===== src/rtl/instruction_decoder.sv =====
// instruction_decoder: MIPS-subset control decoder with registered outputs.
// Decode is purely combinational from ins_in; every control bit is flopped
// once, so a decode is visible one cycle after the instruction is sampled.
module instruction_decoder (
  input  logic        clk,
  input  logic        rst,
  input  logic [31:0] ins_in,
  output logic        jump,
  output logic        branch,
  output logic        mem_to_reg,
  output logic        sign_ext,
  output logic        reg_dest,
  output logic        mem_write,
  output logic        alu_src,
  output logic        reg_write,
  output logic [4:0]  shamt,
  output logic [3:0]  alu_ctrl
);

  localparam logic [3:0] ALU_AND = 4'b0000;
  localparam logic [3:0] ALU_OR  = 4'b0001;
  localparam logic [3:0] ALU_ADD = 4'b0010;
  localparam logic [3:0] ALU_XOR = 4'b0011;
  localparam logic [3:0] ALU_SUB = 4'b0110;
  localparam logic [3:0] ALU_SLT = 4'b0111;
  localparam logic [3:0] ALU_SLL = 4'b1000;
  localparam logic [3:0] ALU_SRL = 4'b1001;
  localparam logic [3:0] ALU_SRA = 4'b1010;
  localparam logic [3:0] ALU_NOR = 4'b1100;
  localparam logic [3:0] ALU_LUI = 4'b1101;

  typedef struct packed {
    logic       jump;
    logic       branch;
    logic       mem_to_reg;
    logic       sign_ext;
    logic       reg_dest;
    logic       mem_write;
    logic       alu_src;
    logic       reg_write;
    logic [4:0] shamt;
    logic [3:0] alu_ctrl;
  } ctrl_t;

  ctrl_t      ctrl_d, ctrl_q;
  logic [5:0] opcode, funct;

  assign opcode = ins_in[31:26];
  assign funct  = ins_in[5:0];

  // Combinational decode; anything unrecognised falls back to an all-zero bubble
  always_comb begin
    ctrl_d = '0;
    unique case (opcode)
      6'b000000: begin
        ctrl_d.reg_dest  = 1'b1;
        ctrl_d.reg_write = 1'b1;
        ctrl_d.shamt     = ins_in[10:6];
        unique case (funct)
          6'b100000, 6'b100001: ctrl_d.alu_ctrl = ALU_ADD;
          6'b100010, 6'b100011: ctrl_d.alu_ctrl = ALU_SUB;
          6'b100100: ctrl_d.alu_ctrl = ALU_AND;
          6'b100101: ctrl_d.alu_ctrl = ALU_OR;
          6'b100110: ctrl_d.alu_ctrl = ALU_XOR;
          6'b100111: ctrl_d.alu_ctrl = ALU_NOR;
          6'b101010: ctrl_d.alu_ctrl = ALU_SLT;
          6'b000000: ctrl_d.alu_ctrl = ALU_SLL;
          6'b000010: ctrl_d.alu_ctrl = ALU_SRL;
          6'b000011: ctrl_d.alu_ctrl = ALU_SRA;
          6'b001000: begin
            // JR reads rs as the target and writes nothing back
            ctrl_d.reg_dest  = 1'b0;
            ctrl_d.reg_write = 1'b0;
            ctrl_d.jump      = 1'b1;
          end
          default: ctrl_d = '0;
        endcase
      end
      6'b001000, 6'b001001: begin
        ctrl_d.alu_src   = 1'b1;
        ctrl_d.sign_ext  = 1'b1;
        ctrl_d.reg_write = 1'b1;
        ctrl_d.alu_ctrl  = ALU_ADD;
      end
      6'b001010: begin
        ctrl_d.alu_src   = 1'b1;
        ctrl_d.sign_ext  = 1'b1;
        ctrl_d.reg_write = 1'b1;
        ctrl_d.alu_ctrl  = ALU_SLT;
      end
      6'b001100, 6'b001101, 6'b001110: begin
        // Logical immediates are zero-extended
        ctrl_d.alu_src   = 1'b1;
        ctrl_d.reg_write = 1'b1;
        ctrl_d.alu_ctrl  = (opcode[1:0] == 2'b00) ? ALU_AND :
                           (opcode[1:0] == 2'b01) ? ALU_OR  : ALU_XOR;
      end
      6'b001111: begin
        ctrl_d.alu_src   = 1'b1;
        ctrl_d.reg_write = 1'b1;
        ctrl_d.alu_ctrl  = ALU_LUI;
      end
      6'b100011: begin
        ctrl_d.mem_to_reg = 1'b1;
        ctrl_d.alu_src    = 1'b1;
        ctrl_d.sign_ext   = 1'b1;
        ctrl_d.reg_write  = 1'b1;
        ctrl_d.alu_ctrl   = ALU_ADD;
      end
      6'b101011: begin
        ctrl_d.mem_write = 1'b1;
        ctrl_d.alu_src   = 1'b1;
        ctrl_d.sign_ext  = 1'b1;
        ctrl_d.alu_ctrl  = ALU_ADD;
      end
      6'b000100, 6'b000101: begin
        ctrl_d.branch   = 1'b1;
        ctrl_d.sign_ext = 1'b1;
        ctrl_d.alu_ctrl = ALU_SUB;
      end
      6'b000010: ctrl_d.jump = 1'b1;
      default:   ctrl_d = '0;
    endcase
  end

  // Control register; reset wins over any instruction on the same edge
  always_ff @(posedge clk) begin
    if (rst) ctrl_q <= '0;
    else     ctrl_q <= ctrl_d;
  end

  assign jump       = ctrl_q.jump;
  assign branch     = ctrl_q.branch;
  assign mem_to_reg = ctrl_q.mem_to_reg;
  assign sign_ext   = ctrl_q.sign_ext;
  assign reg_dest   = ctrl_q.reg_dest;
  assign mem_write  = ctrl_q.mem_write;
  assign alu_src    = ctrl_q.alu_src;
  assign reg_write  = ctrl_q.reg_write;
  assign shamt      = ctrl_q.shamt;
  assign alu_ctrl   = ctrl_q.alu_ctrl;

endmodule


===== config.mk =====
export PLATFORM = sky130hd
export DESIGN_NAME = instruction_decoder
export DESIGN_NICKNAME = d
export VERILOG_FILES = /design/src/rtl/instruction_decoder.sv
export SDC_FILE = /design/constraint.sdc
export NUM_CORES = 1
export LEC_CHECK = 0
export ABC_AREA = 1
export CORE_MARGIN = 10
export CORE_UTILIZATION = 41
export DETAILED_ROUTE_END_ITERATION = 7
export HOLD_SLACK_MARGIN = 0.12
export PLACE_DENSITY = 0.94
export SKIP_LAST_GASP = 1
export SLEW_MARGIN = 20
export SYNTH_ARGS = -nofsm -noshare
export SYNTH_HDL_FRONTEND = slang
export SYNTH_SLANG_ARGS = --single-unit

===== constraint.sdc =====
create_clock -name clk -period 1.8 [get_ports clk]
set_clock_uncertainty 0.1 [all_clocks]
set_input_delay 0.36 -clock clk [delete_from_list [all_inputs] [get_ports clk]]
set_output_delay 0.36 -clock clk [all_outputs]
set_load 0.05 [all_outputs]

# [Word-level counts from Yosys, hierarchy flattened]
# Index checks and enable logic that the tools add are counted.
# W data, S select, Z words.
[totals] inputBits=34 word_cells=65 output_inout_bits=17 ff_bits=17
[op_classes] reduce_logical=15 bitwise_logic=2 eq_ne=25 n_mux=13
[op_table] cell="$eq A6 B6 Y1 const B" count=11
[op_table] cell="$eq A6 B4 Y1 const B" count=8
[op_table] cell="$pmux W4 S9" count=1
[op_table] cell="$pmux W4 S6" count=1
[op_table] cell="$eq A6 B2 Y1 const B" count=3
[op_table] cell="$reduce_or A13 Y1" count=1
[op_table] cell="$eq A6 B3 Y1 const B" count=2
[op_table] cell="$logic_not A6 Y1" count=2
[op_table] cell="$reduce_or A12 Y1" count=1
[op_table] cell="$reduce_or A9 Y1" count=1
[op_table] cell="$reduce_or A2 Y1" count=4
[op_table] cell="$reduce_or A8 Y1" count=1
[op_table] cell="$mux W1" count=7
[op_table] cell="$reduce_or A7 Y1" count=1
[op_table] cell="$reduce_or A3 Y1" count=2
[op_table] cell="$mux W2" count=2
[op_table] cell="$pmux W1 S2" count=2
[op_table] cell="$reduce_or A4 Y1" count=1
[op_table] cell="$eq A2 B1 Y1 const B" count=1
[op_table] cell="$logic_not A2 Y1" count=1
[op_table] cell="$not A1 Y1" count=2

# [Depth between registers and ports, before layout]
[logic_depth] ltp_word=4 depth_mapped=9 mapped_depth_nobuf=9

# [Worst setup path before layout]
# OpenSTA, ideal clock, no wires.
[synth_path] path_kind="input to register" startpoint="in ins_in[4]" endpoint="reg ctrl_q (netlist bit shamt[0])" required_ns=1.581 path_buffers=0 path_stages=7 arrival_ns=0.938 slack_ns=0.643 setup_time_ns=0.119 cell_sequence="inv_1 > nand2_1 > nor2_2 > nand2_1 > nand3_1 > o21ai_2 > nor2_1"
[synth_via] elab_chain_cells=4 elab_cells_between_ends=16 classes_between="eq/ne (12); bitwise (1); reduce/logical (3)"
[synth_rtl] item="start: declaration" line="7" source="input logic [31:0] ins_in,"
[synth_rtl] item="$eq A6 B2 Y1 (tied with other cells)" line="59" source="unique case (funct)"
[synth_rtl] item="$reduce_or A13 Y1 (no source line) (*)"
[synth_rtl] item="$not A1 Y1 (no source line) (*)"
[synth_rtl] item="$reduce_or A3 Y1 (no source line) (*)"
[synth_rtl] item="end signal: assignment" line="129" source="else ctrl_q <= ctrl_d;"
[synth_rtl] item="end: declaration" line="45" source="ctrl_t ctrl_d, ctrl_q;"
# Every way passes the cells marked *; elsewhere a longest branch is shown, timed or not.
# A chain may end at the register's enable or synchronous reset.

# [Final worst setup path]
[layout_path] startpoint="in ins_in[3]" endpoint="reg ctrl_q (netlist bit shamt[4])"
# The elaborated chain is that of the path after synthesis.

==> metrics <==
Rows 17; min cycle time layout 1.53 ns; Placement Cell Area 0.00127 mm²; GPL Wtd Cong 0.875; Seq/Total Area, Yosys 37.0%; Max Slew Vio Count 0; Synthesized Nets 172; cts-stage hold buffer count 0; CTS tree built; clk buf depth 2; clock-pin transition on the worst setup and hold timing paths 0.08 ns; Post-CTS Repair Setup Buffers 0; Pwr per Cell Area 554 mW/mm²; Seq. cell area 340 µm²; pin count of the biggest net entering global routing 10; H-tree depth 1; Arr. time, crit path 1.60 ns; CP Capture Type flop; hpwl dp 2020 µm; Tot GR Track Use 10.0%; Max Fclk 655 MHz; port bufs 35; via count 991; Setup WS pre-CTS -0.0163 ns; Post-CTS Resized 0; clk root buf clkbuf_4; WS Path Type primary input to flop; Hold Path Class primary input to flop; WL final 2300 µm; initial antenna violation count 0; setup TNS 0 ns; Wirelength per Cell 11.2 µm; synthesized area 920 µm²; Top-Level Pins 51; Final Cell Area 0.00130 mm²; Hold Vio Cnt, Final 0; initial DRC count 73; library cells used by synthesis 22; n_diodes 0; fin crit share 84.9%; Starting Density 42.4%; Max IR drop VDD 0.000269 V; vias in the first global route 894; DRT antenna net count 0; # clock sinks 17; Lkg Pwr 0.727 nW; RSZ-0062 raised after global routing false; worst endpoint required time 1.87 ns; share of cells above drive strength 1 21.9%; P&R area growth vs syn 41.0%; Rel. slew slack 82.2%; Die X 67.4 µm; number of flip-flops under the largest register name 5; area occupied by multi-input gates 470 µm²; flops & latches, synth 17; setup slack after layout 0.272 ns; DRT Pass-1 Iters 4; Max-Cap Viols 0; final setup fails 0; Via density 4.81; DRC viols 0; cells after synthesis 138; Overflow after GRT 0; Crit Path Max Fanout 5; Core Region 0.00217 mm²; Ys Warns 0; fin nets 213; total CTS buffers 3; FILL cells 206; CP startpoint kind primary input; first-pass GRT wire length 3650 µm; worst-margin pin slew 0.266 ns; Die Y 67.4 µm; syn avg cell area 6.66 µm²; die area 0.00454 mm²; status finished clean
-- cell usage in the layout, fill, tap and decap left out --
cell,synthesis,final
a21oi_1,1,1
a31oi_1,2,2
and3_1,1,1
buf_4,0,18
clkbuf_1,0,1
clkbuf_4,0,3
clkdlybuf4s50_1,0,18
dfxtp_1,17,17
inv_1,26,26
inv_2,3,3
nand2_1,34,34
nand2_2,1,1
nand2_4,1,1
nand3_1,15,15
nand3_2,2,2
nand4_1,2,2
nand4_2,1,1
nor2_1,18,18
nor2_2,5,5
nor2_4,1,1
nor2_8,1,1
nor3_2,1,1
o211ai_2,1,1
o21ai_0,1,1
o21ai_1,3,3
o21ai_2,1,1
-- Yosys cell counts --
| library cell | number | area [µm²] |
|---|---|---|
| o21ai_0 | 1 | 5.00 |
| o21ai_2 | 1 | 8.76 |
| dfxtp_1 | 17 | 340 |
| nand2_2 | 1 | 6.26 |
| nor3_2 | 1 | 10.0 |
| nand2_1 | 34 | 128 |
| a21oi_1 | 1 | 5.00 |
| and3_1 | 1 | 6.26 |
| o211ai_2 | 1 | 12.5 |
| nor2_1 | 18 | 67.6 |
| nand4_1 | 2 | 12.5 |
| nor2_4 | 1 | 11.3 |
| o21ai_1 | 3 | 15.0 |
| nand2_4 | 1 | 11.3 |
| a31oi_1 | 2 | 12.5 |
| inv_1 | 26 | 97.6 |
| nand4_2 | 1 | 12.5 |
| nand3_1 | 15 | 75.1 |
| nor2_8 | 1 | 20.0 |
| inv_2 | 3 | 11.3 |
| nor2_2 | 5 | 31.3 |
| nand3_2 | 2 | 20.0 |
-- worst paths after layout --
path                       from        to  depth (start not counted)
worst min-delay path  ins_in[7]  shamt[1]                          3
worst max-delay path  ins_in[3]  shamt[4]                          8
-- stage by stage --
stage,hold WS [ns],cells,power [mW],util [%]
after detailed placement,0.712,202,0.542,58.5
final,0.499,206,0.718,59.7
after floorplan,0.329,138,0.466,-
after global routing,0.501,206,0.759,59.7
after CTS,0.491,206,0.726,59.7
after global placement,0.712,202,0.537,58.5
-- routing by layer --
| layer | routed length (µm) | part of all wire [%] | vias up | global-route usage, % |
|---|---|---|---|---|
| met4 | 55 | 2.4 | 0 | 5.13 |
| met3 | 156 | 6.8 | 7 | 1.98 |
| met2 | 1230 | 53 | 31 | 18.5 |
| met5 | 0 | 0 | - | 0 |
| met1 | 860 | 37 | 446 | 10.5 |
| li1 | - | - | 507 | - |
-- cells by family after synthesis --
family                 after synthesis  synth area share, %
AOI/OAI and AO/OA                    9                 6.39
buffers and inverters               29                 11.8
DFF                                 17                 37.0
and+or+nand+nor                     83                 44.8
-- critical path: stages --
cell	delay, ns
clkdlybuf4s50_1	0.55
inv_1	0.06
nand2_1	0.09
nand2_1	0.06
nand2_1	0.10
nand3_1	0.09
o21ai_2	0.22
nor2_1	0.06
-- where the power goes --
part | internal, mW | switching (mW)
registers | 0.381 | 0.00132
clock network | 0.0860 | 0.0988
logic | 0.0631 | 0.0884
total | 0.530 | 0.189
-- area by class of cell --
class / count / area share, %
Inverter: 29 / 8.40
Multi-Input combinational cell: 92 / 36.3
Sequential cell: 17 / 26.3
Timing Repair Buffer: 36 / 24.3
Tap cell: 28 / 2.70
Clock buffer: 4 / 2.03
Note: power is estimated with default switching activity, not from simulation.
